===== src/rtl/dedup_pkg.sv =====
// dedup_pkg: shared lane count, lane index and event types for the dedup lane merger.
package dedup_pkg;
    localparam int LANES = 4;
    localparam int DATA_W = 8;
    typedef logic [1:0] lane_idx_t;
    typedef struct packed {
        logic [DATA_W-1:0] data;
        lane_idx_t         lane;
    } lane_evt_t;
endpackage


===== src/rtl/dedup_lane_capture.sv =====
// dedup_lane_capture: turns one sticky lane into discrete events held in a one-deep slot.
// MERGER_DROP_CNT_EN adds the drop output used by the merger's drop counter.
module dedup_lane_capture #(
    parameter int DATA_W = 8
) (
    input  logic              clk_in,
    input  logic              reset_in,
    input  logic [DATA_W-1:0] in_data,
    input  logic              in_valid,
    input  logic              grant,
    output logic              pend,
    output logic [DATA_W-1:0] pend_data
`ifdef MERGER_DROP_CNT_EN
    ,
    output logic              drop
`endif
);
    logic              prev_valid;
    logic [DATA_W-1:0] prev_data;
    logic              evt;

    assign evt = in_valid && (!prev_valid || in_data != prev_data);
`ifdef MERGER_DROP_CNT_EN
    assign drop = evt && pend && !grant;
`endif

    // a slot granted this cycle is free again, so a simultaneous event refills it
    always_ff @(posedge clk_in or posedge reset_in) begin
        if (reset_in) begin
            prev_valid <= 1'b0;
            prev_data  <= '0;
            pend       <= 1'b0;
            pend_data  <= '0;
        end else begin
            prev_valid <= in_valid;
            prev_data  <= in_data;
            if (evt && (!pend || grant)) begin
                pend      <= 1'b1;
                pend_data <= in_data;
            end else if (grant) begin
                pend <= 1'b0;
            end
        end
    end
endmodule


===== src/rtl/dedup_lane_merger.sv =====
// dedup_lane_merger: detects events on 4 sticky lanes and merges them round-robin onto one valid/ready stream.
// MERGER_DROP_CNT_EN adds a saturating drop_count port.
module dedup_lane_merger
    import dedup_pkg::*;
#(
    parameter int DATA_W = 8
`ifdef MERGER_DROP_CNT_EN
    ,
    parameter int CNT_W = 16
`endif
) (
    input  logic              clk_in,
    input  logic              reset_in,
    input  logic [DATA_W-1:0] in_0,
    input  logic [DATA_W-1:0] in_1,
    input  logic [DATA_W-1:0] in_2,
    input  logic [DATA_W-1:0] in_3,
    input  logic              in_valid_0,
    input  logic              in_valid_1,
    input  logic              in_valid_2,
    input  logic              in_valid_3,
    output logic [DATA_W-1:0] data_out,
    output lane_idx_t         lane_out,
    output logic              out_valid,
    input  logic              out_ready
`ifdef MERGER_DROP_CNT_EN
    ,
    output logic [CNT_W-1:0]  drop_count
`endif
);
    logic [DATA_W-1:0] lane_in   [LANES];
    logic [DATA_W-1:0] pend_data [LANES];
    logic [LANES-1:0]  lane_vld;
    logic [LANES-1:0]  pend;
    logic [LANES-1:0]  grant;
    lane_idx_t         rr_ptr;
    lane_idx_t         gidx;
    logic              found;
    logic              load;

    assign lane_in  = '{in_0, in_1, in_2, in_3};
    assign lane_vld = {in_valid_3, in_valid_2, in_valid_1, in_valid_0};
    assign load     = !out_valid || out_ready;
    assign grant    = {LANES{load && found}} & (LANES'(1) << gidx);

`ifdef MERGER_DROP_CNT_EN
    logic [LANES-1:0] drop;
`endif

    for (genvar i = 0; i < LANES; i++) begin : g_lane
        dedup_lane_capture #(.DATA_W(DATA_W)) u_cap (
            .clk_in    (clk_in),
            .reset_in  (reset_in),
            .in_data   (lane_in[i]),
            .in_valid  (lane_vld[i]),
            .grant     (grant[i]),
            .pend      (pend[i]),
            .pend_data (pend_data[i])
`ifdef MERGER_DROP_CNT_EN
            ,
            .drop      (drop[i])
`endif
        );
    end

    // scan downwards so the lane closest to rr_ptr wins
    always_comb begin
        found = 1'b0;
        gidx  = rr_ptr;
        for (int k = LANES - 1; k >= 0; k--) begin
            if (pend[rr_ptr + lane_idx_t'(k)]) begin
                found = 1'b1;
                gidx  = rr_ptr + lane_idx_t'(k);
            end
        end
    end

    always_ff @(posedge clk_in or posedge reset_in) begin
        if (reset_in) begin
            out_valid <= 1'b0;
            data_out  <= '0;
            lane_out  <= '0;
            rr_ptr    <= '0;
        end else if (load) begin
            out_valid <= found;
            if (found) begin
                data_out <= pend_data[gidx];
                lane_out <= gidx;
                rr_ptr   <= gidx + 1'b1;
            end
        end
    end

`ifdef MERGER_DROP_CNT_EN
    logic [2:0]     drop_n;
    logic [CNT_W:0] cnt_sum;

    assign drop_n  = 3'(drop[0]) + 3'(drop[1]) + 3'(drop[2]) + 3'(drop[3]);
    assign cnt_sum = {1'b0, drop_count} + (CNT_W + 1)'(drop_n);

    always_ff @(posedge clk_in or posedge reset_in) begin
        if (reset_in) drop_count <= '0;
        else          drop_count <= cnt_sum[CNT_W] ? '1 : cnt_sum[CNT_W-1:0];
    end
`endif
endmodule


===== config.mk =====
export PLATFORM = sky130hd
export DESIGN_NAME = dedup_lane_merger
export DESIGN_NICKNAME = d
export VERILOG_FILES = /design/src/rtl/dedup_pkg.sv /design/src/rtl/dedup_lane_capture.sv /design/src/rtl/dedup_lane_merger.sv
export SDC_FILE = /design/constraint.sdc
export NUM_CORES = 1
export LEC_CHECK = 0
export CAP_MARGIN = 20
export CELL_PAD_IN_SITES_DETAIL_PLACEMENT = 0
export CELL_PAD_IN_SITES_GLOBAL_PLACEMENT = 1
export CORE_UTILIZATION = 48
export CTS_CLUSTER_DIAMETER = 40
export DETAILED_ROUTE_END_ITERATION = 16
export GPL_TIMING_DRIVEN = 0
export PLACE_DENSITY = 0.81
export RECOVER_POWER = 100
export SETUP_SLACK_MARGIN = 0.1
export SYNTH_ARGS = -nofsm -noshare
export SYNTH_HDL_FRONTEND = slang
export SYNTH_HIERARCHICAL = 1
export SYNTH_SLANG_ARGS = --single-unit

===== constraint.sdc =====
create_clock -name clk_in -period 7.4 [get_ports clk_in]
set_input_delay 1.11 -clock clk_in [delete_from_list [all_inputs] [get_ports clk_in]]
set_output_delay 1.11 -clock clk_in [all_outputs]
set_load 0.01 [all_outputs]

# [Yosys cells after proc, flatten, opt, wreduce, memory -nomap -nowiden]
# Index checks and enable logic that the tools add are counted.
[totals] ff_bits=85 word_cells=95
[classes] n_addsub=4 magnitude_cmp=5 n_eq_ne=4 shift=1 muxes=27 n_bitwise=2 reduce_logical=32
[op_table] operator="!= test 8 bit" count=4
[op_table] operator="binary-select mux 8 bit (select 2 bit)" count=1
[op_table] operator="two-way mux 1 bit" count=16
[op_table] operator="two-way mux 8 bit" count=2
[op_table] operator="less-than comparator 2 x 3 -> 1 bit, second input constant" count=4
[op_table] operator="logical AND 1 bit" count=9
[op_table] operator="zero test 1 bit" count=9
[op_table] operator="logical OR 1 bit" count=9
[op_table] operator="binary-select mux 1 bit (select 2 bit)" count=4
[op_table] operator="two-way mux 2 bit" count=4
[op_table] operator="nonzero test 2 bit" count=4
[op_table] operator="adder 2 x 1 -> 2 bit, second input constant" count=2
[op_table] operator="adder 2 bit, second input constant" count=2
[op_table] operator="AND 4 bit" count=1
[op_table] operator="<< shifter 1 x 2 -> 4 bit, first input constant" count=1
[op_table] operator="greater-or-equal comparator 3 bit, second input constant" count=1
[op_table] operator="NOT 2 -> 3 bit" count=1
[op_table] operator="AND reduction 2 bit" count=1

# [Logic depth before layout (Yosys ltp)]
[depth] ltp_word=12 ltp_mapped=10

# [Cells and area by module]
# The synthesis kept the hierarchy.
[modules_own_cells] mod="dedup_lane_capture" n_inst=4 cells_per_inst=43 area_per_inst_um2=698.2
[modules_own_cells] mod="dedup_lane_merger" n_inst=1 cells_per_inst=96 area_per_inst_um2=942.2

# [Least setup slack after synthesis]
# No wires, ideal clock.
[synth_timing] path_kind="input to register" start="input out_ready" end="register g_lane[0].u_cap.pend_data[0]" setup_ns=0.125 arrival_ns=2.607 setup_slack_ns=4.668 path_stages=10 path_cell_list="inv_1 a21o_1 buf_2 a31o_2 buf_2 nor2_1 nand2b_1 o311a_1 buf_6 mux2_4"
[synth_between] elab_chain_len=5
[synth_rtl] item="start: declaration" line_no="dedup_lane_merger.sv:25" text="input logic out_ready"
[synth_rtl] item="logical OR 1 bit" line_no="dedup_lane_merger.sv:43" text="assign load = !out_valid || out_ready;"
[synth_rtl] item="logical AND 1 bit" line_no="dedup_lane_merger.sv:44" text="assign grant = {LANES{load && found}} & (LANES'(1) << gidx);"
[synth_rtl] item="AND 4 bit" line_no="dedup_lane_merger.sv:44"
[synth_rtl] item="via grant[0]" line_no="dedup_lane_merger.sv:35" text="logic [LANES-1:0] grant;"
[synth_rtl] item="logical OR 1 bit" line_no="dedup_lane_capture.sv:37" text="if (evt && (!pend || grant)) begin"
[synth_rtl] item="logical AND 1 bit" line_no="dedup_lane_capture.sv:37"
[synth_rtl] item="end signal: assignment" line_no="dedup_lane_capture.sv:39" text="pend_data <= in_data;"
[synth_rtl] item="end: declaration" line_no="dedup_lane_capture.sv:12" text="output logic [DATA_W-1:0] pend_data"
# The timed path passes the listed nets, and every way through them passes these cells.
# A chain may end at the register's enable or synchronous reset.

# [Final worst setup path]
[layout_timing] start="input out_ready" end="register g_lane[2].u_cap.pend_data[1]"
[layout_between] elab_chain_len=5
[layout_rtl] item="logical OR 1 bit" line_no="dedup_lane_merger.sv:43"
[layout_rtl] item="logical AND 1 bit" line_no="dedup_lane_merger.sv:44"
[layout_rtl] item="AND 4 bit" line_no="dedup_lane_merger.sv:44"
[layout_rtl] item="via grant[2]" line_no="dedup_lane_merger.sv:35"
[layout_rtl] item="logical OR 1 bit" line_no="dedup_lane_capture.sv:37"
[layout_rtl] item="logical AND 1 bit" line_no="dedup_lane_capture.sv:37"
[layout_rtl] item="end signal: assignment" line_no="dedup_lane_capture.sv:39"
[layout_rtl] item="end: declaration" line_no="dedup_lane_capture.sv:12"
# The timed path passes the listed nets, and every way through them passes these cells.

==> results_dict.tcl <==
set metrics [dict create \
    status "completed" \
    avgViaCountPerCell 5.13 \
    drtIter0Drc 76 \
    max_slew_margin_pct 54.0 \
    skew_ns 0.00369 \
    num_antenna_cells 0 \
    nets 367 \
    rr_worst_depth 10 \
    rsz0062_at_grt "no" \
    antenna_left 0 \
    crit_type "input pin to flip-flop" \
    cp_max_fo 10 \
    final_cell_area_mm2 0.00440 \
    grt_util_met1_pct 25.0 \
    critPathRequiredTime_ns 7.63 \
    drc 0 \
    ir_worst_vdd_mv 0.208 \
    dieArea_mm2 0.00814 \
    hold_path_depth 1 \
    hp-start "g_lane[2].u_cap/pend_data[2]" \
    path_clk_slew_ns 0.08 \
    post_cts_resized 0 \
    drive_gt1_share_pct 11.4 \
    reg2reg_from "g_lane[3].u_cap/pend" \
    dp_hpwl_mm 5.14 \
    grt_max_degree 19 \
    io_buffers 49 \
    die_y_um 90.2 \
    min_to "g_lane[2].u_cap/pend_data[2]" \
    totalPowerFinal_mw 1.60 \
    grt_pass1_wl_mm 11.5 \
    worstMarginPinSlew_ns 0.690 \
    drtPass1Iterations 4 \
    synth_warnings 6 \
    cts_max_level 3 \
    fin_crit_sh_pct 47.5 \
    cts_root_buf "clkbuf_8" \
    powerDensity_mw_per_mm2 364 \
    place_area_mm2 0.00435 \
    whs_ns 0.488 \
    p_leak_nw 1.83 \
    place_congestion 0.778 \
    ctsHoldBuffers 0 \
    synth_cells 268 \
    syn_avg_cell_area_um2 13.9 \
    drv_slew 0 \
    gr-usage-met2_pct 29.6 \
    endpoint_kind "flip-flop" \
    hold_viol_final 0 \
    worst_ep_arrival_time_ns 3.74 \
    via_count 2218 \
    fin_crit_ns 3.52 \
    chipWidth_um 90.2 \
    fillers 632 \
    tritoncts "built" \
    ys_seq_area_share_pct 57.0 \
    grt-ovfl-total 0 \
    clock_latency_ns 0.34 \
    grt_usage_pct 18.5 \
    finalSetupTns_ns 0 \
    antenna_found_initial 0 \
    cts.path.max_buffers 2 \
    max_freq_ghz 0.284 \
    initial_core_util_pct 50.7 \
    pin_count 50 \
    drt-wirelength-per-cell_um 15.9 \
    maxCapViolCount 0 \
    setup_viol 0 \
    rrSetupSlack_ns 4.36 \
    synth-seq-cells 85 \
    holdCritPathClass "flip-flop to flip-flop" \
    cts_setup_buffers 0 \
    wl_mm 6.86 \
    syn-cell-area_mm2 0.00373 \
    first_global_vias 2279 \
    placementRows 31 \
    yosysUniqueCellTypes 34 \
    area_delta_synth_final_pct 17.9 \
    syn_nets 307 \
    reg2reg_to "g_lane[2].u_cap/pend_data[1]" \
    cts.sinks 85 \
    busiest_layer "met2" \
    core_mm2 0.00737 \
    grtUsageMet3_pct 4.74 \
    critPathLaunchType "input pin" \
    cts_buffers 9 \
]
==> synthesized netlist by cell type <==
library cell | count | area share (%)
buf_2 | 2 | 0.27
a21oi_1 | 9 | 1.2
nor2_2 | 1 | 0.17
nor2b_2 | 1 | 0.23
a21o_1 | 1 | 0.20
nand2b_1 | 4 | 0.67
nand2_8 | 1 | 0.54
or2_2 | 1 | 0.17
a2111o_1 | 1 | 0.30
a31o_2 | 1 | 0.23
xnor2_1 | 33 | 7.7
mux2_4 | 40 | 16
o31ai_1 | 5 | 1.0
inv_1 | 7 | 0.70
buf_6 | 5 | 1.5
dfrtp_1 | 85 | 57
nand4_1 | 4 | 0.67
o21a_1 | 1 | 0.20
nor2b_4 | 1 | 0.37
nor2b_1 | 1 | 0.17
o21ai_0 | 10 | 1.3
a221o_1 | 8 | 2.1
o21ai_1 | 1 | 0.13
nor4_1 | 1 | 0.17
clkbuf_1 | 1 | 0.10
a2111oi_4 | 1 | 0.74
o21bai_1 | 1 | 0.20
nor2_1 | 6 | 0.60
and2b_2 | 2 | 0.47
nand3_1 | 13 | 1.7
o21ai_2 | 1 | 0.23
nor3_2 | 1 | 0.27
o311a_1 | 4 | 1.1
nand2_1 | 14 | 1.4
==> sequential cells by signal, indices dropped and copies added (netlist names) <==
signal                   flops
g_lane.u_cap/prev_valid      4
g_lane.u_cap/pend            4
g_lane.u_cap/prev_data      32
data_out                     8
g_lane.u_cap/pend_data      32
lane_out                     2
rr_ptr                       2
out_valid                    1
==> report_power, final <==
group          total (mW)  internal (mW)  switching, mW
sequential          0.714          0.607          0.108
combinational       0.573          0.312          0.261
clock               0.317          0.164          0.152
==> cell families after synthesis <==
| group | after synthesis | share of synthesized area, % |
|---|---|---|
| flip-flops | 85 | 57.0 |
| AND/OR/NAND/NOR | 51 | 7.64 |
| AO/OA/AOI/OAI | 44 | 9.01 |
| multiplexers | 40 | 16.1 |
| XOR/XNOR | 33 | 7.74 |
| buffers and inverters | 15 | 2.58 |
==> per-layer routing <==
metal,routed length (um),part of all wire [%]
met1,3170,46
met2,3350,49
met3,285,4.2
met4,59,0.86
met5,0,0
==> cells in the final DEF, fill, tap and decap left out, types with 2 or more instances in the layout <==
master         instances
a21oi_1                9
a221o_1                8
and2b_2                2
clkbuf_1               9
clkbuf_8              10
clkinv_2               2
dfrtp_1               85
dlygate4sd3_1         49
inv_1                  7
mux2_1                28
mux2_4                12
nand2_1               14
nand2b_1               4
nand3_1               13
nand4_1                4
nor2_1                 6
o21ai_0               11
o311a_1                4
o31ai_1                5
xnor2_1               33
==> per-stage QoR <==
stage | cells | utilization, % | setup WS, ns
floorplan | 268 | - | 4.67
global placement | 416 | 59.0 | 4.04
detailed placement | 416 | 59.0 | 4.02
CTS | 432 | 61.6 | 4.37
global route | 432 | 59.8 | 3.74
finish | 432 | 59.8 | 3.88
==> worst max path at each step <==
stage                    from                      endpoint  slack [ns]  cells after the start
detailed placement  out_ready  g_lane[2].u_cap/pend_data[1]        4.02                     11
floorplan           out_ready  g_lane[0].u_cap/pend_data[0]        4.67                     10
finish              out_ready  g_lane[2].u_cap/pend_data[1]        3.88                     11
global placement    out_ready  g_lane[2].u_cap/pend_data[1]        4.04                     11
CTS                 out_ready  g_lane[2].u_cap/pend_data[1]        4.37                     11
global route        out_ready  g_lane[0].u_cap/pend_data[1]        3.74                     11
==> area by class of cell <==
class | count | area, um2 | share of cell area, %
repair buffers | 49 | 490 | 11.1
plain buffers | 8 | 37.5 | 0.852
flip-flops and latches | 85 | 2130 | 48.3
clock inverters | 4 | 47.5 | 1.08
multi-input cells | 168 | 1410 | 31.9
well taps | 99 | 124 | 2.81
inverters | 7 | 26.3 | 0.597
clock buffers | 12 | 145 | 3.30
==> worst max-delay path: stages <==
cell and delay, ns:
dlygate4sd3_1 0.53, inv_1 0.05, a21o_1 0.17, clkbuf_1 0.19
a31o_2 0.26, clkbuf_1 0.22, nor2_1 0.15, nand2b_1 0.15
o311a_1 0.17, clkbuf_1 0.37, mux2_1 0.37
No activity file was read; power rests on OpenSTA's default activity.
